### src/rtl/sram_fifo_pkg.sv
// sram_fifo_pkg: shared constants and types for the SRAM-backed streaming FIFO
package sram_fifo_pkg;
  localparam int DEF_BITS   = 16;
  localparam int DEF_DEPTH  = 4096;
  localparam int DEF_AW     = 12;
  localparam int SKID_DEPTH = 2;
  typedef logic [DEF_AW-1:0] ptr_t;
  typedef logic [DEF_AW:0]   cnt_t;
endpackage

### src/rtl/sram_fifo_skid.sv
// sram_fifo_skid: 2-entry register buffer absorbing the SRAM read latency
// Ports: push/din capture a returning read word, pop consumes the head,
// valid/dout present the head, cnt reports occupancy (0..2).
module sram_fifo_skid import sram_fifo_pkg::*; #(
  parameter int BITS = DEF_BITS
) (
  input  logic            clk,
  input  logic            rst_n,
  input  logic            push,
  input  logic            pop,
  input  logic [BITS-1:0] din,
  output logic            valid,
  output logic [BITS-1:0] dout,
  output logic [$clog2(SKID_DEPTH+1)-1:0] cnt
);
  logic [BITS-1:0] tail;
  logic wr_head, wr_tail, shift;
  // head only moves when a second entry exists, so an emptied buffer keeps its last word
  assign shift   = pop && cnt == 2'd2;
  assign wr_head = push && (cnt == 2'd0 || (cnt == 2'd1 && pop));
  assign wr_tail = push && ((cnt == 2'd1 && !pop) || (cnt == 2'd2 && pop));
  assign valid   = cnt != 2'd0;
  always_ff @(posedge clk) begin
    if (!rst_n) begin
      dout <= '0;
      tail <= '0;
      cnt  <= '0;
    end else begin
      dout <= shift ? tail : wr_head ? din : dout;
      tail <= wr_tail ? din : tail;
      cnt  <= cnt + 2'(push) - 2'(pop);
    end
  end
endmodule

### src/rtl/sram_fifo_ctrl.sv
// sram_fifo_ctrl: streaming FIFO controller driving a dual-port fakeram_w16 SRAM macro
// Ports: s_valid/s_ready/s_data upstream write stream; m_valid/m_ready/m_data
// downstream read stream; count total occupancy; rw0_* write-port drive;
// rw1_* read-port drive with rw1_rd_out returning one cycle after a read.
// Define SRAM_FIFO_ALMOST_EN to add registered almost_full/almost_empty flags.
module sram_fifo_ctrl import sram_fifo_pkg::*; #(
  parameter int BITS       = DEF_BITS,
  parameter int WORD_DEPTH = DEF_DEPTH,
  parameter int ADDR_WIDTH = DEF_AW,
  parameter int AF_MARGIN  = 16
) (
  input  logic                  clk,
  input  logic                  rst_n,
  input  logic                  s_valid,
  output logic                  s_ready,
  input  logic [BITS-1:0]       s_data,
  output logic                  m_valid,
  input  logic                  m_ready,
  output logic [BITS-1:0]       m_data,
  output logic [ADDR_WIDTH:0]   count,
  output logic                  rw0_ce_in,
  output logic                  rw0_we_in,
  output logic [ADDR_WIDTH-1:0] rw0_addr_in,
  output logic [BITS-1:0]       rw0_wd_in,
  output logic                  rw1_ce_in,
  output logic                  rw1_we_in,
  output logic [ADDR_WIDTH-1:0] rw1_addr_in,
  output logic [BITS-1:0]       rw1_wd_in,
  input  logic [BITS-1:0]       rw1_rd_out
`ifdef SRAM_FIFO_ALMOST_EN
  ,
  output logic                  almost_full,
  output logic                  almost_empty
`endif
);
  localparam logic [ADDR_WIDTH:0] FULL = (ADDR_WIDTH+1)'(WORD_DEPTH);
  logic [ADDR_WIDTH-1:0] wptr, rptr;
  logic [ADDR_WIDTH:0] mem_cnt, count_nxt;
  logic [1:0] skid_cnt;
  logic [2:0] occ;
  logic inflight, push, pop, issue;
  assign s_ready   = rst_n && count < FULL;
  assign push      = s_valid && s_ready;
  assign pop       = m_valid && m_ready;
  // skid slots already claimed by buffered and in-flight words, after this cycle's pop
  assign occ       = {1'b0, skid_cnt} + {2'b0, inflight};
  assign issue     = rst_n && mem_cnt != '0 && occ < (pop ? 3'd3 : 3'd2);
  assign count_nxt = count + (ADDR_WIDTH+1)'(push) - (ADDR_WIDTH+1)'(pop);
  assign rw0_ce_in   = push;
  assign rw0_we_in   = push;
  assign rw0_addr_in = push ? wptr : '0;
  assign rw0_wd_in   = push ? s_data : '0;
  assign rw1_ce_in   = issue;
  assign rw1_we_in   = 1'b0;
  assign rw1_addr_in = issue ? rptr : '0;
  assign rw1_wd_in   = '0;
  always_ff @(posedge clk) begin
    if (!rst_n) begin
      wptr     <= '0;
      rptr     <= '0;
      mem_cnt  <= '0;
      count    <= '0;
      inflight <= 1'b0;
    end else begin
      wptr     <= wptr + ADDR_WIDTH'(push);
      rptr     <= rptr + ADDR_WIDTH'(issue);
      mem_cnt  <= mem_cnt + (ADDR_WIDTH+1)'(push) - (ADDR_WIDTH+1)'(issue);
      count    <= count_nxt;
      inflight <= issue;
    end
  end
  // clearing inflight on reset drops any read still returning from the macro
  sram_fifo_skid #(.BITS(BITS)) u_skid (
    .clk   (clk),
    .rst_n (rst_n),
    .push  (inflight),
    .pop   (pop),
    .din   (rw1_rd_out),
    .valid (m_valid),
    .dout  (m_data),
    .cnt   (skid_cnt)
  );
`ifdef SRAM_FIFO_ALMOST_EN
  localparam logic [ADDR_WIDTH:0] AF_LEVEL = (ADDR_WIDTH+1)'(WORD_DEPTH - AF_MARGIN);
  always_ff @(posedge clk) begin
    if (!rst_n) begin
      almost_full  <= 1'b0;
      almost_empty <= 1'b0;
    end else begin
      almost_full  <= count_nxt >= AF_LEVEL;
      almost_empty <= count_nxt <= (ADDR_WIDTH+1)'(1);
    end
  end
`endif
endmodule

### config.mk
export PLATFORM = sky130hd
export DESIGN_NAME = sram_fifo_ctrl
export DESIGN_NICKNAME = d
export VERILOG_FILES = /design/src/rtl/sram_fifo_pkg.sv /design/src/rtl/sram_fifo_skid.sv /design/src/rtl/sram_fifo_ctrl.sv
export SDC_FILE = /design/constraint.sdc
export NUM_CORES = 1
export LEC_CHECK = 0
export ABC_AREA = 0
export CORE_MARGIN = 2
export CORE_UTILIZATION = 40
export DETAILED_ROUTE_END_ITERATION = 8
export GPL_TIMING_DRIVEN = 0
export HOLD_SLACK_MARGIN = 0.15
export MAX_ROUTING_LAYER = met4
export PLACE_DENSITY = 0.68
export SYNTH_ARGS = -nofsm -noshare
export SYNTH_HDL_FRONTEND = slang
export SYNTH_SLANG_ARGS = --single-unit
### constraint.sdc
create_clock -name clk -period 7 [get_ports clk]
set_input_delay 0.7 -clock clk [delete_from_list [all_inputs] [get_ports clk]]
set_output_delay 0.7 -clock clk [all_outputs]
set_load 0.02 [all_outputs]
==> summary.txt, run 1 <==
Run status
  – Status: completed

STA
  – Rel. slew slack: 54.1%
  – Final hold vios: 0
  – Min Hold Slack: 0.455 ns
  – Fin crit share: 57.7%
  – Final setup fails: 0
  – RSZ-0062 raised after global routing: no
  – Final Max Slew Viols: 0
  – Final Skew: 0.00802 ns
  – Worst Max-Slew Pin Slew: 0.683 ns
  – Min Tclk post-route: 4.04 ns
  – Final WS setup: 2.96 ns
  – Fmax: 248 MHz
  – Setup TNS Final: 0 ns

Pwr
  – PwrDens: 432 nW/um^2
  – Max IR drop VDD: 0.000194 V
  – Leakage power: 2.86 nW

Placement
  – Placed Cells: 852
  – Setup Slack @ Placement: 2.64 ns
  – I/O Buffers: 109
  – HPWL Detailed: 9170 um
  – RePlAce Congestion: 0.823

Synth
  – Area contributors post-synth: dfxtp_1 35%, ha_1 9.9%, mux2i_1 4.9%
  – Yosys top cell by area: dfxtp_1
  – Seq/Total Area, Yosys: 34.6%
  – Synth Warn #: 0
  – EDFF count, synth: 0
  – Mapped cell area: 4910 sq um
  – Synth Flop Type: dfxtp_1
  – FFs w/ async S/R, synth: 0%
  – Area share of the largest cell type after synthesis: 34.6%
  – #FFs+latches synth: 85
  – Mean Syn Cell Area: 8.47 sq um
  – Synth cell types: 55
  – Syn Inst Count: 580

Setup path
  – CP dominant cell by count: inv_1
  – Element type at the critical path end: flop
  – Max incr delay on CP: 0.59 ns
  – R2r endpoint: mem_cnt[10]
  – Flop2flop setup slack: 3.47 ns
  – Critical-path top delay cell: clkdlybuf4s50_1
  – CP Data Required Time: 7.27 ns
  – Worst-path fanout max: 10
  – Reg2reg path depth: 16
  – R2r startpoint: mem_cnt[10]
  – Critical path, cell by cell: clkdlybuf4s50_1 -> inv_1 -> nor2_1 -> clkbuf_1 -> and2_1 -> inv_1 -> ha_1 -> inv_1 -> ha_1 -> inv_1 -> fa_1 -> nor2b_1 -> o31a_1 -> o2111ai_1 -> a31o_2 -> a21oi_1
  – Worst Setup Path Type: in2reg
  – CP Data Arrival Time: 4.31 ns
  – Crit start category: primary input

Die
  – Die height: 115 um
  – I/O pins: 127
  – Chip width: 115 um
  – Die footprint: 13200 sq um
  – Initial core utilization: 40.9%
  – Placement row count: 40
  – CORE AREA: 12000 sq um

Clocking
  – Clk root buf: clkbuf_16
  – Clock transition at path regs: 0.07 ns
  – Htree depth: 3
  – Hold-fix buffers, CTS: 0
  – CTS tree: done
  – Clock Sinks: 85
  – Cts repair resizes: 0
  – Clock Latency Late Sink: 0.34 ns
  – CTS Buf Count: 9
  – Setup Buffers After CTS: 0
  – Clk buf depth: 2

Final layout
  – Commonest cells after routing, fill and taps aside: 109 x clkdlybuf4s50_1, 85 x dfxtp_1, 59 x nor2_1, 39 x ha_1, 34 x inv_1
  – Layout area overhead: 33.4%
  – Final Non-Filler Cells: 868
  – Storage cell area: 1700 sq um
  – Fin util: 54.6%
  – Area of the multi-input gates: 2890 sq um
  – Antenna diodes: 0
  – Fill count: 1170
  – Commonest non-fill, non-tap cell in the layout: clkdlybuf4s50_1
  – Share of cells above drive strength 1: 7.21%
  – Nets@finish: 793

Routing
  – Drc violations: 0
  – DRT Pass-1 Iters: 4
  – Via density: 5.07
  – Post-DR wirelength/cell: 13.7 um
  – Post-route ant nets: 0
  – Routed WL: 11900 um
  – Starting DRT DRC Count: 162
  – Routed via count: 4398

GRT
  – Overall global routing resource usage: 18.9%
  – Number of global-route vias before repair: 4201
  – Initial antenna violation count: 0
  – Wire length of the first global-routing pass: 19200 um
  – Grt ovf: 0
  – Largest net degree at the start of global routing: 17

Hold path
  – Hold Crit Endpoint: u_skid.tail[4]
  – Hold path cells: 2
  – HP Start: u_skid.tail[4]
  – Hold/Removal Path Class: reg2reg

Flow run
  – Max-cap viol count: 0
report_power, final:
group,total (W),switching [W],internal [W],leakage [nW]
registers,0.000721,0.0000977,0.000623,0.698
clock network,0.000495,0.000214,0.000282,0.144
logic,0.00162,0.000883,0.000732,2.01
total,0.00283,0.00119,0.00164,2.86
state kept, by name, summed over array words and instances, names as in the netlist:
name,count
u_skid.dout,16
u_skid.tail,16
count,13
mem_cnt,13
rptr,12
wptr,12
u_skid.cnt,2
inflight,1
worst max path at each step:
stage	slack [ns]	cells after the start	endpoint	start
after floorplan	3.70	15	count[8]	rst_n
after global placement	2.60	16	count[8]	rst_n
after detailed placement	2.64	16	count[8]	rst_n
after CTS	2.97	16	count[8]	rst_n
after global routing	2.66	16	count[8]	rst_n
final	2.96	16	count[8]	rst_n
logic make-up (layout without fill, tap and decap cells):
group           Yosys count  after routing  synth area share, %
simple gates            228            228                 23.8
compound gates           97             97                 13.2
flops                    85             85                 34.6
buf+inv                  77            202                 7.77
fa+ha+maj                41             41                 10.7
xor+xnor                 27             27                 4.81
mux                      24             24                 4.89
other cells               1             17               0.0763
cell type report:
| type | count | area share, % |
|---|---|---|
| multi-input cells | 434 | 44.1 |
| repair buffers | 109 | 16.6 |
| clock inverters | 7 | 1.26 |
| flip-flops and latches | 85 | 26.0 |
| well taps | 147 | 2.81 |
| plain buffers | 43 | 3.87 |
| clock buffers | 9 | 3.44 |
| inverters | 34 | 1.95 |
worst max-delay path, delay by kind of cell:
kind	cells	cell delay, ns
simple gates	3	0.80
compound gates	4	0.76
buf+inv	6	1.17
fa+ha+maj	3	0.87
metrics by stage:
| step | power (W) | cell area, sq um |
|---|---|---|
| 5_1_grt | 0.00307 | 6560 |
| 3_3_place_gp | 0.00229 | 6250 |
| 4_1_cts | 0.00285 | 6560 |
| 2_1_floorplan | 0.00188 | 4970 |
| 3_5_place_dp | 0.00234 | 6250 |
| 6_report | 0.00283 | 6560 |
routing by layer:
metal	up-vias	global-route usage, %	share of wire [%]	wire length, um
li1	2240	-	-	-
met1	2029	21.8	45	5400
met2	113	32.6	48	5700
met3	16	3.58	5.0	592
met4	0	7.15	1.8	216
met5	-	-	0	0
synth_stat cells, types with 3 or more instances:
master	number
nor3_1	13
clkbuf_1	17
a21o_1	3
a21oi_1	27
nand2_1	33
ha_1	39
nand4_1	3
o21a_1	7
o21bai_1	4
mux2i_1	24
buf_4	22
dfxtp_1	85
a31oi_1	4
nor2_1	59
and2_1	21
nand3_1	30
nor4_1	3
o21ai_0	9
nand2b_1	10
a211oi_1	22
o21ai_1	5
and3_1	33
nor2b_1	8
xnor2_1	10
xor2_1	17
inv_1	34
(Power assumes the default switching activity.)
==> inputs of run 2 (changes only) <==
Settings changed: PLACE_DENSITY 0.68 to 0.7.
Clock period 7 ns to 3.49 ns, I/O delays scaled along.
==> summary.txt, run 2 (synthesis gave the netlist of run 1 again) <==
Clocking
  – Htree depth: 3 (unchanged)
  – Clock Sinks: 85 (unchanged)
  – Clk root buf: clkbuf_16
  – CTS tree: done
  – Clock transition at path regs: 0.06 ns (about the same)
  – CTS Buf Count: 9 (unchanged)
  – Clk buf depth: 2 (unchanged)
  – Clock Latency Late Sink: 0.34 ns (about the same)

STA
  – Final Max Slew Viols: 0 (unchanged)
  – Final Skew: 0.00479 ns (-0.00323 ns)
  – RSZ-0062 raised after global routing: no
  – Final hold vios: 0 (unchanged)
  – Final setup fails: 0 (unchanged)
  – Min Tclk post-route: 3.27 ns
  – Worst Max-Slew Pin Slew: 0.615 ns (-0.0677 ns)
  – Min Hold Slack: 0.456 ns (+0.00128 ns)
  – Fin crit share: 93.6%
  – Fmax: 306 MHz
  – Rel. slew slack: 59.0% (+4.9 points)
  – Setup TNS Final: 0 ns (unchanged)

Hold path
  – HP Start: u_skid.tail[1]
  – Hold path cells: 2 (unchanged)
  – Hold/Removal Path Class: reg2reg
  – Hold Crit Endpoint: u_skid.tail[1]

Run status
  – Status: completed

Routing
  – Post-DR wirelength/cell: 13.9 um (+1.3%)
  – Via density: 5.14 (+1.5%)
  – Routed WL: 12100 um (+1.7%)
  – Drc violations: 0 (unchanged)
  – Post-route ant nets: 0 (unchanged)
  – DRT Pass-1 Iters: 4 (unchanged)
  – Starting DRT DRC Count: 174 (+7.4%)
  – Routed via count: 4478 (+1.8%)

Pwr
  – Leakage power: 2.87 nW (+0.49%)
  – Max IR drop VDD: 0.000361 V (+86%)
  – PwrDens: 867 nW/um^2 (+100%)

Die
  – I/O pins: 127 (unchanged)
  – Chip width: 115 um (unchanged)
  – Die height: 115 um (unchanged)
  – Die footprint: 13200 sq um (unchanged)
  – CORE AREA: 12000 sq um (unchanged)
  – Initial core utilization: 40.9% (unchanged)
  – Placement row count: 40 (unchanged)

GRT
  – Overall global routing resource usage: 19.2% (+0.32 points)
  – Largest net degree at the start of global routing: 16 (-1)
  – Number of global-route vias before repair: 4272 (+1.7%)
  – Initial antenna violation count: 0 (unchanged)
  – Wire length of the first global-routing pass: 19800 um (+3.1%)
  – Grt ovf: 0 (unchanged)

Final layout
  – Antenna diodes: 0 (unchanged)
  – Layout area overhead: 34.3%
  – Design area: 6600 sq um (+0.63%)
  – Commonest non-fill, non-tap cell in the layout: clkdlybuf4s50_1
  – Commonest cells after routing, fill and taps aside: 108 x clkdlybuf4s50_1, 84 x dfxtp_1, 59 x nor2_1, 39 x ha_1, 34 x inv_1
  – Share of cells above drive strength 1: 9.12% (+1.9 points)
  – Largest regs: u_skid.dout: 16 flops, u_skid.tail: 16 flops
  – Nets@finish: 796 (+0.38%)

Setup path
  – Cell family with most CP delay: adder cells
  – Critical-path top delay cell: fa_1
  – Worst Setup Path Type: reg2reg
  – Max incr delay on CP: 0.39 ns (-0.20 ns)
  – R2r startpoint: u_skid.cnt[0]
  – Element type at the critical path end: flop
  – CP Data Arrival Time: 3.49 ns (-0.82 ns)
  – Reg2reg path depth: 15 (-1)
  – Worst Path Buf+Inv: 3 (-3)
  – Worst-path fanout max: 6 (-4)
  – Flop2flop setup slack: 0.22 ns (-3.25 ns)
  – CP dominant cell by count: ha_1
  – Critical path, cell by cell: ha_1 -> ha_1 -> a21boi_2 -> nor4_4 -> buf_6 -> ha_1 -> inv_1 -> ha_1 -> inv_1 -> fa_1 -> nor2b_2 -> o21bai_2 -> a21oi_2 -> o21ai_0 -> mux2i_1
  – Crit start category: flop
  – R2r endpoint: mem_cnt[10]
  – CP Data Required Time: 3.71 ns (-3.56 ns)

Flow run
  – Max-cap viol count: 0 (unchanged)

Placement
  – RePlAce Congestion: 0.862 (+4.8%)
  – I/O Buffers: 109 (unchanged)
  – Placed Area: 6250 sq um (unchanged)
  – HPWL Detailed: 9320 um (+1.6%)
[run 2: cell types whose count changed in the layout (fill, tap and decap cells not counted), moves of 2 or more]
cell	delta
a21oi_1	-3
a21oi_2	+3
buf_4	+2
clkbuf_1	-2
clkbuf_2	+2
clkinv_4	-2
nor2b_1	-2
nor2b_2	+2
[run 2: report_power, final]
part	internal [W]	switching, W
Clock	0.000505	0.000407
Combinational	0.00153	0.00183
Sequential	0.00125	0.000199
[run 2: cell type report]
cell class	count	area (sq um)
fill	1139	5420
multi-input combinational	434	2930
sequential	85	1700
timing repair buffer	112	1110
buffer	43	260
clock buffer	10	239
tap	147	184
inverter	34	128
clock inverter	6	45.0
[run 2: per-layer routing]
| metal | track usage, % | wire [um] | share of wire (%) | vias to the layer above |
|---|---|---|---|---|
| met2 | 31.5 | 5820 | 48 | 135 |
| met5 | - | 0 | 0 | - |
| met4 | 7.23 | 244 | 2.0 | 0 |
| li1 | - | - | - | 2249 |
| met3 | 4.80 | 831 | 6.9 | 26 |
| met1 | 22.8 | 5210 | 43 | 2068 |
[run 2: timing repair]
item,4_1_cts,5_1_grt
setup endpoints to repair,7,5
hold buffers,0,0
cloned,0,0
setup buffers,0,3
gates resized for setup,6,8
endpoints found under the hold margin,0,0
pin swaps,0,2
[run 2: tightest hold or removal path: stages, from the launching register on]
cell and delay (ns):
dfxtp_1 0.31, nand2_1 0.05, a21oi_1 0.05
[run 2: worst max-delay path by stage]
stage	startpoint	endpoint	slack, ns	cells after the start
5_1_grt	rst_n	count[8]	0.04	16
4_1_cts	u_skid.cnt[0]	mem_cnt[10]	0.01	15
2_1_floorplan	u_skid.cnt[0]	mem_cnt[10]	0.40	15
6_report	u_skid.cnt[0]	mem_cnt[10]	0.22	15
3_3_place_gp	rst_n	count[8]	-0.53	16
3_5_place_dp	rst_n	count[8]	-0.56	16
[run 2: through the flow]
step	utilization, %	total power [W]	std cells	setup slack, ns
global route	54.9	0.00619	871	0.0425
CTS	54.5	0.00563	868	0.0107
floorplan	-	0.00378	596	0.399
finish	54.9	0.00572	871	0.223
detailed placement	52.0	0.00470	852	-0.561
global placement	52.0	0.00459	852	-0.526
==> inputs of run 3 (changes only) <==
--- a/config.mk
+++ b/config.mk
@@ -15,2 +15,4 @@
 export PLACE_DENSITY = 0.7
+export RECOVER_POWER = 100
+export SLEW_MARGIN = 20
 export SYNTH_ARGS = -nofsm -noshare
==> constraint.sdc (replaced) <==
create_clock -name clk -period 3.49 [get_ports clk]
set_input_delay 0.5235 -clock clk [delete_from_list [all_inputs] [get_ports clk]]
set_output_delay 0.5235 -clock clk [all_outputs]
set_load 0.02 [all_outputs]
==> summary.txt, run 3 (synthesis gave the netlist of run 1 again) <==
Setup path
  – CP dominant cell by count: ha_1
  – Max incr delay on CP: 0.67 ns (+0.28 ns)
  – Critical path, cell by cell: ha_1 -> ha_1 -> a21boi_2 -> nor4_4 -> buf_6 -> buf_4 -> and2_1 -> dlygate4sd3_1
  – Element type at the critical path end: primary output
  – CP Data Arrival Time: 2.79 ns (-0.70 ns)
  – Cell family with most CP delay: buffers and inverters
  – CP Data Required Time: 2.97 ns (-0.74 ns)
  – Crit start category: flop
  – Critical-path top delay cell: dlygate4sd3_1
  – Worst-path fanout max: 8 (+2)
  – R2r startpoint: u_skid.cnt[0]
  – CP Launch Point: u_skid.cnt[0]
  – Worst Setup Path Type: reg2out
  – Worst Path Buf+Inv: 3 (unchanged)

Final layout
  – Design area: 6580 sq um (-0.27%)
  – Layout area overhead: 33.9%
  – Nets@finish: 797 (+0.13%)
  – Share of cells above drive strength 1: 8.41% (-0.70 points)
  – Commonest non-fill, non-tap cell in the layout: dfxtp_1
  – Commonest cells after routing, fill and taps aside: 85 x dfxtp_1, 61 x dlygate4sd3_1, 59 x nor2_1, 46 x clkdlybuf4s50_1, 39 x ha_1
  – Largest regs: u_skid.dout: 16 flops, u_skid.tail: 16 flops
  – Antenna diodes: 0 (unchanged)

Clocking
  – Clock transition at path regs: 0.06 ns (about the same)
  – Clock Latency Late Sink: 0.34 ns (about the same)
  – Clk root buf: clkbuf_16
  – Clock Sinks: 85 (unchanged)
  – CTS tree: done
  – Htree depth: 3 (unchanged)
  – CTS Buf Count: 9 (unchanged)
  – Clk buf depth: 2 (unchanged)

Die
  – Die height: 115 um (unchanged)
  – CORE AREA: 12000 sq um (unchanged)
  – Placement row count: 40 (unchanged)
  – I/O pins: 127 (unchanged)
  – Chip width: 115 um (unchanged)
  – Die footprint: 13200 sq um (unchanged)
  – Initial core utilization: 40.9% (unchanged)

Routing
  – Routed via count: 4492 (+0.31%)
  – Starting DRT DRC Count: 165 (-5.2%)
  – Post-DR wirelength/cell: 13.8 um (-0.49%)
  – Via density: 5.15 (+0.20%)
  – Post-route ant nets: 0 (unchanged)
  – Routed WL: 12100 um (-0.37%)
  – Drc violations: 0 (unchanged)
  – DRT Pass-1 Iters: 4 (unchanged)

Pwr
  – Leakage power: 3.02 nW (+5.4%)
  – Overall power: 0.00562 W (-1.8%)
  – PwrDens: 854 nW/um^2 (-1.5%)
  – Max IR drop VDD: 0.000352 V (-2.6%)

STA
  – Setup TNS Final: 0 ns (unchanged)
  – Min Hold Slack: 0.456 ns (-0.0000560 ns)
  – Min Tclk post-route: 3.32 ns (+0.0514 ns)
  – Worst Max-Slew Pin Slew: 1.18 ns (+0.561 ns)
  – Rel. slew slack: 20.8% (-38 points)
  – Fin crit share: 95.1% (+1.5 points)
  – Final Skew: 0.00489 ns (+0.0000984 ns)
  – Final Max Slew Viols: 0 (unchanged)
  – Fmax: 301 MHz (-1.5%)
  – RSZ-0062 raised after global routing: no
  – Final setup fails: 0 (unchanged)
  – Final hold vios: 0 (unchanged)

Placement
  – Placed Area: 6250 sq um (unchanged)
  – I/O Buffers: 109 (unchanged)
  – RePlAce Congestion: 0.862 (unchanged)
  – HPWL Detailed: 9320 um (unchanged)

Flow run
  – Max-cap viol count: 0 (unchanged)

Run status
  – Status: completed

Hold path
  – Hold/Removal Path Class: reg2reg
  – HP Start: u_skid.tail[1]

GRT
  – Wire length of the first global-routing pass: 19800 um (unchanged)
  – Overall global routing resource usage: 19.2% (unchanged)
  – Grt ovf: 0 (unchanged)
  – Number of global-route vias before repair: 4272 (unchanged)
  – Largest net degree at the start of global routing: 16 (unchanged)
  – Initial antenna violation count: 0 (unchanged)
## run 3: changes by cell type in the layout (fill, tap and decap cells not counted), sizes merged
cell,previous run,this run
buf,29,26
clkbuf,27,32
clkdlybuf4s50,108,46
dlygate4sd2,1,0
dlygate4sd3,0,61
dlymetal6s2s,0,1
## run 3: final timing paths
| path | depth (start not counted) | slack [ns] | endpoint |
|---|---|---|---|
| setup reg to reg | 15 | 0.22 | mem_cnt[10] |
| setup / recovery | 8 | 0.17 | rw1_addr_in[8] |
| hold / removal | 2 | 0.46 | u_skid.tail[1] |
| hold reg to reg | 2 | 0.46 | u_skid.tail[1] |
## run 3: per-stage QoR
stage / utilization (%) / cells / setup slack [ns]
after floorplan: - / 596 / 0.367
after global placement: 52.0 / 852 / -0.701
after detailed placement: 52.0 / 852 / -0.735
after CTS: 54.5 / 868 / 0.0464
after global routing: 54.8 / 872 / 0.0360
final: 54.8 / 872 / 0.172
## run 3: cell type report
cell class | count | area [sq um]
repair buffers | 113 | 1120
well taps | 147 | 184
clock buffers | 10 | 239
inverters | 34 | 128
multi-input cells | 434 | 2910
fillers | 1143 | 5430
clock inverters | 6 | 45.0
plain buffers | 43 | 256
flip-flops and latches | 85 | 1700
## run 3: per-layer routing
metal	global-route usage, %	routed length, um
met1	22.8	5250
met2	31.5	5760
met3	4.80	803
met4	7.23	246
met5	-	0
## run 3: tightest hold or removal path, delay by kind of cell (launching register included)
family          cells  cell delay (ns)
flops               1             0.31
simple gates        1             0.05
compound gates      1             0.05
## run 3: power breakdown
| group | internal, W | switching (W) |
|---|---|---|
| logic | 0.00145 | 0.00181 |
| registers | 0.00125 | 0.000191 |
| clock network | 0.000505 | 0.000407 |
## run 3: repair_timing
| item | 4_1_cts | 5_1_grt |
|---|---|---|
| resized for setup | 7 | 10 |
| setup endpoints to repair | 15 | 8 |
| pin swaps | 0 | 2 |
| hold buffers | 0 | 0 |
| buffers inserted | 0 | 4 |
